## src/rtl/mips_pkg.sv

```systemverilog
// Shared MIPS pipeline definitions: redirect controller state encoding,
// address width and the default shadow length.
package mips_pkg;

    localparam int unsigned ADDR_W            = 32;
    localparam int unsigned SHADOW_CYCLES_DEF = 3;

    typedef logic [0:0] br_state_t;

    localparam br_state_t IDLE   = 1'b0;
    localparam br_state_t SHADOW = 1'b1;

endpackage

```

## src/rtl/branch_ctrl_and_gate.sv

```systemverilog
// MEM-stage branch AND gate: a branch is taken when the control bit and the
// ALU zero flag are both set.
module AND_Gate (
    input  logic a_i,
    input  logic b_i,
    output logic y_o
);

    assign y_o = a_i & b_i;

endmodule

```

## src/rtl/branch_ctrl.sv

```systemverilog
// Branch redirect controller: one-cycle PC redirect/flush, then a shadow window
// that ignores branch inputs. Optional counters under BRANCH_CTRL_STATS_EN.
module branch_ctrl
    import mips_pkg::*;
#(
    parameter int unsigned SHADOW_CYCLES = SHADOW_CYCLES_DEF
) (
    input  logic              clk,
    input  logic              rst,
    input  logic              m_ctlout,
    input  logic              zero,
    input  logic [ADDR_W-1:0] add_result,
    input  logic              stall,
`ifdef BRANCH_CTRL_STATS_EN
    output logic [15:0]       br_count,
    output logic [15:0]       taken_count,
`endif
    output logic              PCSrc,
    output logic [ADDR_W-1:0] pc_target,
    output logic              flush,
    output logic              shadow
);

    localparam logic [2:0] SHADOW_LOAD = 3'(SHADOW_CYCLES);

    logic              taken;
    br_state_t         state_q, state_d;
    logic [2:0]        cnt_q, cnt_d;
    logic              redirect_q, redirect_d;
    logic [ADDR_W-1:0] target_q, target_d;

    AND_Gate u_and_gate (
        .a_i (m_ctlout),
        .b_i (zero),
        .y_o (taken)
    );

    always_comb begin
        state_d    = state_q;
        cnt_d      = cnt_q;
        redirect_d = 1'b0;
        target_d   = target_q;
        case (state_q)
            IDLE: begin
                if (!stall && taken) begin
                    state_d    = SHADOW;
                    cnt_d      = SHADOW_LOAD;
                    redirect_d = 1'b1;
                    target_d   = add_result;
                end
            end
            SHADOW: begin
                // Counter only advances on non-stalled cycles; never goes below 1 here.
                if (!stall) begin
                    if (cnt_q <= 3'd1) begin
                        state_d = IDLE;
                        cnt_d   = 3'd0;
                    end else begin
                        cnt_d = cnt_q - 3'd1;
                    end
                end
            end
            default: begin
                state_d = IDLE;
                cnt_d   = 3'd0;
            end
        endcase
    end

    always_ff @(posedge clk) begin
        if (rst) begin
            state_q    <= IDLE;
            cnt_q      <= 3'd0;
            redirect_q <= 1'b0;
            target_q   <= '0;
        end else begin
            state_q    <= state_d;
            cnt_q      <= cnt_d;
            redirect_q <= redirect_d;
            target_q   <= target_d;
        end
    end

    assign PCSrc     = redirect_q;
    assign flush     = redirect_q;
    assign pc_target = target_q;
    assign shadow    = (state_q == SHADOW);

`ifdef BRANCH_CTRL_STATS_EN
    logic [15:0] br_cnt_q, br_cnt_d;
    logic [15:0] tk_cnt_q, tk_cnt_d;

    always_comb begin
        br_cnt_d = br_cnt_q;
        tk_cnt_d = tk_cnt_q;
        if (state_q == IDLE && !stall && m_ctlout && br_cnt_q != 16'hFFFF)
            br_cnt_d = br_cnt_q + 16'd1;
        if (redirect_d && tk_cnt_q != 16'hFFFF)
            tk_cnt_d = tk_cnt_q + 16'd1;
    end

    always_ff @(posedge clk) begin
        if (rst) begin
            br_cnt_q <= 16'd0;
            tk_cnt_q <= 16'd0;
        end else begin
            br_cnt_q <= br_cnt_d;
            tk_cnt_q <= tk_cnt_d;
        end
    end

    assign br_count    = br_cnt_q;
    assign taken_count = tk_cnt_q;
`endif

endmodule
```

## config.mk

```make
export PLATFORM = sky130hd
export DESIGN_NAME = branch_ctrl
export DESIGN_NICKNAME = d
export VERILOG_FILES = /design/src/rtl/mips_pkg.sv /design/src/rtl/branch_ctrl_and_gate.sv /design/src/rtl/branch_ctrl.sv
export SDC_FILE = /design/constraint.sdc
export NUM_CORES = 1
export LEC_CHECK = 0
export BUFFER_PORTS_ARGS = -buffer_cell sky130_fd_sc_hd__buf_2
export CAP_MARGIN = 20
export CORE_MARGIN = 5
export CORE_UTILIZATION = 44
export CTS_CLUSTER_SIZE = 30
export DETAILED_ROUTE_END_ITERATION = 10
export PLACE_DENSITY = 0.83
export SLEW_MARGIN = 10
export SYNTH_ARGS = -nofsm -noshare
export SYNTH_HDL_FRONTEND = slang
export SYNTH_HIERARCHICAL = 1
export SYNTH_SLANG_ARGS = --single-unit
```

## constraint.sdc

```tcl
create_clock -name clk -period 1.6 [get_ports clk]
set_input_delay 0.16 -clock clk [delete_from_list [all_inputs] [get_ports clk]]
set_output_delay 0.16 -clock clk [all_outputs]
set_load 0.02 [all_outputs]
```

==> flow_summary_export.csv, run 1 <==
group,metric,value,unit
yosys,syn-num-nets,206,
power_and_ir_drop,pwr-share-comb,0.114,
cts,htree_levels,2,
yosys,synth_edf_count,0,
yosys,synth_top_area_share,0.5300,
setup_path,cp_max_fo,3,
yosys,netlist_top_cells_area,"dfxtp_1, nand2_1, a21oi_1",
cts,cts_tree,"built",
yosys,synth.area.mux_share,0,
power_and_ir_drop,p_switching,432.7,uW
sta,fin_worst_skew,0.005072,ns
sta,rsz0062_at_grt,"false",
yosys,syn-instance-count,167,
floorplanning,die_area,0.004404,mm2
yosys,synth_compound_area_frac,0.1576,
sta,setup_viol,0,
cts,cts.sinks,37,
layout,syn_to_final_growth,32.05,%
global_route,grt_pass1_vias,1157,
yosys,synth-main-ff-cell,"dfxtp_1",
cts,clkTransAtPathRegs,0.11,ns
route,avgRoutedWirePerCell,11.03,um
worst_hold_path,hold_path_depth,3,
yosys,synth_seq_area_share,0.5300,
yosys,avgSynthCellArea,8.369,um2
yosys,synthArstFlopShare,0,
setup_path,critPathRequiredTime,1.85,ns
yosys,synthXorXnorAreaFrac,0,
route,dr_total_vias,1317,
setup_path,cp-end-kind,"register",
setup_path,critPathMaxStageDelay,0.37,ns
power_and_ir_drop,intPower,1.414,mW
worst_hold_path,hold_class,"primary input to register",
global_route,grt_pass1_wl,4947,um
sta,fmax,757.9,MHz
power_and_ir_drop,p_leak,0.8403,nW
layout,drive_above_1_share,0.3598,
setup_path,slowest_stage,"dfxtp_1",
cts,clock_latency,0.33,ns
yosys,synth_area_leader_cell,"dfxtp_1",
power_and_ir_drop,power,1.847,mW
sta,slew_violations,0,
route,drt_iter0_drc,97,
yosys,yosysMostFrequentCell,"nand2_1",
yosys,syn_area,0.001398,mm2
sta,relSlewSlack,0.7609,
place,gp_congestion,0.7613,
sta,period_minus_slack,1.319,ns
layout,nets,277,
route,postRouteAntennaNets,0,
yosys,yosys.area_share.adder,0.01791,
setup_path,crit_type,"register to register",
place,port_buffers,71,
cts,cts_buffers,5,
power_and_ir_drop,p_per_area,1001,mW/mm2
sta,min_period_over_period,0.8246,
job,max-cap-violations,0,
global_route,antenna_found_initial,0,
sta,setup_tns,0,ns
sta,whs,0.04700,ns
yosys,synth_common_cells,"nand2_1, dfxtp_1, a21oi_1",
global_route,grt.overflow.total,0,
setup_path,reg2reg_from,"cnt_q[1]",
sta,hold_viol,0,
setup_path,path_cells,"inv_1 > ha_1 > o21ba_2 > o21ai_0 > o31ai_1",
status,status,"complete, no violations",
cts,cts_resized,0,
floorplanning,fp.dieH,66.36,um
yosys,synth_top_family_by_area,"simple AND/OR/NAND/NOR gates",
setup_path,rrSetupSlack,0.28,ns
floorplanning,core,0.003053,mm2
cts,clk_path_buf_depth,2,
worst_hold_path,whs_endpoint,"pc_target[27]",
worst_hold_path,min_from,"add_result[27]",
floorplanning,initial_core_util,0.4578,
route,drt_pass1_iterations,4,
yosys,yosysWarnings,6,
global_route,grtUsageTotal,0.1460,
yosys,ys_types,24,
floorplanning,die_w,66.36,um
global_route,grt_max_degree,20,
setup_path,worstPathArrival,1.57,ns
setup_path,startpoint_type,"register",
yosys,synth-simple-area-share,0.2211,
cts,post-cts-setup-buffer-count,0,
floorplanning,rows,20,
floorplanning,ios,72,
route,drt-total-wl,3121,um
power_and_ir_drop,seq_power_share,0.526,
power_and_ir_drop,vdd_drop_max,0.5951,mV
cts,clockRootBuffer,"clkbuf_4",
power_and_ir_drop,power.share.clock,0.360,
route,via_per_inst,4.654,
layout,antennaDiodeCount,0,
sta,tightestPinTransition,0.3549,ns
place,dp.final_hpwl,2353,um
cts,postCtsHoldBufs,0,
setup_path,reg2regPathDepth,5,
setup_path,r2r_end,"cnt_q[2]",
power_and_ir_drop,p_sw_frac,0.2343,
route,drc_errors,0,
yosys,ys_ff_latch,37,
==> kinds of logic (layout without fill, tap and decap cells) <==
family / after synthesis / after routing
AO/OA/AOI/OAI: 40 / 40
adder cells (fa/ha/maj): 2 / 2
buffers and inverters: 15 / 87
flip-flops: 37 / 37
AND/OR/NAND/NOR: 73 / 73
==> metrics by stage <==
stage / area, um2 / util / instances / setup WS, ns
after floorplan: 1398 / - / 167 / 0.2774
after global placement: 1760 / 0.5766 / 275 / 0.3602
after detailed placement: 1760 / 0.5766 / 275 / 0.2856
after CTS: 1846 / 0.6045 / 283 / 0.2815
after global routing: 1846 / 0.6045 / 283 / 0.1397
final: 1846 / 0.6045 / 283 / 0.2806
==> power by group through the flow <==
stage                     Sequential (mW)  Clock (mW)  Combinational (mW)
after detailed placement            0.992           0               0.214
after global placement              0.991           0               0.209
final                               0.971       0.665               0.211
after floorplan                      1.03           0              0.0911
after CTS                           0.971       0.685               0.214
after global routing                0.977       0.730               0.232
==> cell usage in the layout, fill, tap and decap left out <==
master	netlist	routed
a21oi_1	33	33
and2_1	1	1
buf_2	3	71
buf_4	1	5
bufinv_16	0	1
clkbuf_1	4	1
clkbuf_4	0	5
clkbuf_8	2	1
dfxtp_1	37	37
ha_1	2	2
inv_1	3	3
nand2_1	64	64
nand3b_1	1	1
nand4_2	1	1
nor2_1	2	2
nor2b_1	1	1
nor3b_4	0	1
o211ai_1	1	1
o21ai_0	1	1
o21ba_2	1	1
o31ai_1	2	2
o32ai_1	2	2
or2b_1	1	1
or3b_1	1	1
==> sequential cells by signal (all words and copies together), names as in the netlist <==
signal / flops
pc_target: 32
cnt_q: 3
PCSrc: 1
shadow: 1
==> layer usage <==
metal / track usage / wire (um) / share of wire
met3: 0.04762 / 287 / 0.092
met2: 0.2392 / 1439 / 0.46
met4: 0.06853 / 46 / 0.015
met5: 0 / 0 / 0
met1: 0.1708 / 1347 / 0.43
==> worst max-delay path: cells and delay by family, from the launching register on <==
kind                     cells  cell delay (ns)
AO/OA/AOI/OAI                3             0.63
flip-flops                   1             0.37
adder cells (fa/ha/maj)      1             0.17
buffers and inverters        1             0.07
==> how the worst max path moves through the flow <==
stage	start	end	slack, ns	cells past startpoint
after floorplan	shadow	pc_target[0]	0.28	5
after global placement	m_ctlout	cnt_q[2]	0.36	6
after detailed placement	cnt_q[1]	cnt_q[2]	0.29	5
after CTS	cnt_q[1]	cnt_q[2]	0.28	5
after global routing	cnt_q[1]	cnt_q[2]	0.14	5
final	cnt_q[1]	cnt_q[2]	0.28	5
==> final cells by class <==
| cell class | instances | area [um2] |
|---|---|---|
| timing repair buffer | 76 | 392.9 |
| multi-input combinational | 115 | 560.5 |
| clock buffer | 7 | 55.05 |
| fill | 301 | 1207 |
| tap | 44 | 55.05 |
| sequential | 37 | 740.7 |
| inverter | 3 | 11.26 |
| clock inverter | 1 | 30.03 |
(Power assumes the default switching activity.)
==> run 2, diff against run 1 <==
--- a/config.mk
+++ b/config.mk
@@ -8,10 +8,10 @@
 export BUFFER_PORTS_ARGS = -buffer_cell sky130_fd_sc_hd__buf_2
 export CAP_MARGIN = 20
 export CORE_MARGIN = 5
-export CORE_UTILIZATION = 44
+export CORE_UTILIZATION = 40
 export CTS_CLUSTER_SIZE = 30
 export DETAILED_ROUTE_END_ITERATION = 10
-export PLACE_DENSITY = 0.83
+export PLACE_DENSITY = 0.8
 export SLEW_MARGIN = 10
 export SYNTH_ARGS = -nofsm -noshare
 export SYNTH_HDL_FRONTEND = slang
==> constraint.sdc (replaced) <==
create_clock -name clk -period 1.2 [get_ports clk]
set_input_delay 0.12 -clock clk [delete_from_list [all_inputs] [get_ports clk]]
set_output_delay 0.12 -clock clk [all_outputs]
set_load 0.02 [all_outputs]
==> flow_summary_export.csv, run 2 (same netlist as run 1, synthesis figures left out) <==
group,metric,value,unit
floorplanning,die_w,69.11,um
power_and_ir_drop,pwr-share-comb,0.170,
place,gp_congestion,0.6945,
route,via_per_inst,4.660,
setup_path,cp-end-kind,"register",
layout,final_cell_mix,"buf_2, nand2_1, dfxtp_1",
setup_path,reg2reg_from,"shadow",
cts,htree_levels,2,
sta,fin_worst_skew,0.006494,ns
sta,hold_viol,0,
layout,drive_above_1_share,0.5472,
sta,period_minus_slack,1.263,ns
job,max-cap-violations,0,
global_route,grt_max_degree,22,
setup_path,path_buf_inv,3,
cts,clock_latency,0.33,ns
sta,setup_viol,32,
floorplanning,fp.dieH,69.11,um
setup_path,slowest_stage,"dfxtp_4",
route,drt-total-wl,3835,um
layout,antennaDiodeCount,0,
sta,slew_violations,0,
power_and_ir_drop,p_switching,611.9,uW
power_and_ir_drop,p_per_area,1078,mW/mm2
power_and_ir_drop,intPower,1.731,mW
layout,nets,293,
route,drt_pass1_iterations,4,
cts,clk_path_buf_depth,2,
setup_path,worstPathArrival,1.53,ns
cts,cts_buffers,5,
layout,layout_commonest_cell,"buf_2",
power_and_ir_drop,vdd_drop_max,0.6858,mV
global_route,antenna_found_initial,0,
setup_path,startpoint_type,"register",
route,dr_total_vias,1398,
setup_path,crit_type,"register to register",
layout,largest_reg_flops,32,
global_route,grt.overflow.total,0,
global_route,grt_pass1_wl,6051,um
status,status,"complete, but fails checks",
route,avgRoutedWirePerCell,12.78,um
floorplanning,rows,21,
floorplanning,initial_core_util,0.4156,
sta,rsz0062_at_grt,"true",
global_route,grtUsageTotal,0.1560,
layout,syn_to_final_growth,55.60,%
setup_path,critPathRequiredTime,1.47,ns
cts,cts_tree,"built",
route,drt_iter0_drc,49,
floorplanning,ios,72,
sta,setup_tns,-0.5551,ns
sta,setup_ws,-0.06284,ns
setup_path,cp_top_family,"buffers and inverters",
route,drc_errors,0,
place,placed_cell_area,0.001824,mm2
power_and_ir_drop,p_sw_frac,0.2611,
cts,cts.sinks,37,
setup_path,rrSetupSlack,-0.06,ns
floorplanning,die_area,0.004776,mm2
sta,tightestPinTransition,0.2527,ns
setup_path,path_cells,"buf_6 > nor3b_4 > buf_6 > buf_12 > nand2_1 > a21oi_2",
layout,regArea,749.5,um2
sta,fmax,791.9,MHz
sta,min_period_over_period,1.052,
cts,clkTransAtPathRegs,0.10,ns
power_and_ir_drop,p_leak,0.9630,nW
floorplanning,core,0.003363,mm2
setup_path,startpoint,"shadow",
sta,relSlewSlack,0.8316,
setup_path,critPathMaxStageDelay,0.37,ns
worst_hold_path,hold_class,"primary input to register",
global_route,grt_pass1_vias,1372,
sta,whs,0.01262,ns
setup_path,cp_max_fo,8,
layout,fin_area,0.002175,mm2
status,violations,"setup timing",
power_and_ir_drop,power.share.clock,0.278,
place,port_buffers,71,
route,postRouteAntennaNets,0,
setup_path,path_common_cell,"buf_6",
worst_hold_path,min_from,"add_result[15]",
power_and_ir_drop,seq_power_share,0.553,
layout,multi_input_area,715.7,um2
place,dp.final_hpwl,2469,um
layout,fill_cells,314,
cts,clockRootBuffer,"clkbuf_4",
run 2: cell count changes in the layout (fill, tap and decap cells not counted), sizes merged:
cell / change
buf: +12
bufinv: -1
dlygate4sd3: +4
run 2: layout make-up:
type	count	share of cell area
Tap cell	46	0.02647
Sequential cell	37	0.3446
Inverter	3	0.005178
Clock buffer	7	0.02532
Multi-Input combinational cell	115	0.3291
Timing Repair Buffer	92	0.2693
run 2: stage by stage:
stage               setup slack [ns]  power, mW  cells  utilization
CTS                        -0.004560      2.329    298       0.6094
global placement           -0.009920      1.618    282       0.5424
finish                      -0.06284      2.343    300       0.6466
global route                 -0.1266      2.456    300       0.6466
floorplan                   -0.04136      1.494    167            -
detailed placement           -0.1332      1.626    282       0.5424
run 2: final timing paths:
path / depth (start not counted) / endpoint
max reg2reg: 6 / pc_target[2]
min reg2reg: 2 / pc_target[18]
min: 3 / pc_target[15]
max: 6 / pc_target[2]
run 2: routing by layer:
| layer | up-vias | track usage | part of all wire |
|---|---|---|---|
| met3 | 5 | 0.07703 | 0.077 |
| met1 | 630 | 0.1707 | 0.40 |
| met4 | 0 | 0.04989 | 0.012 |
| met5 | - | 0 | 0 |
| met2 | 47 | 0.2627 | 0.51 |
| li1 | 716 | - | - |
run 2: what timing repair did:
action / CTS / global route
pin swaps: 18 / 23
endpoints found under the hold margin: 2 / 2
cloned: 3 / 0
setup buffers: 4 / 0
hold buffers: 2 / 2
resized for setup: 29 / 30
setup endpoints to repair: 33 / 36
run 2: power by group through the flow:
stage	Sequential [mW]	Combinational [mW]	Clock, mW
floorplan	1.37	0.125	0
global placement	1.32	0.299	0
detailed placement	1.32	0.304	0
CTS	1.30	0.363	0.671
global route	1.30	0.432	0.722
finish	1.29	0.398	0.650
run 2: worst register-to-register path, stage by stage, from the launching register on:
cell,delay [ns]
dfxtp_4,0.37
buf_6,0.11
nor3b_4,0.23
buf_6,0.15
buf_12,0.13
nand2_1,0.08
a21oi_2,0.12
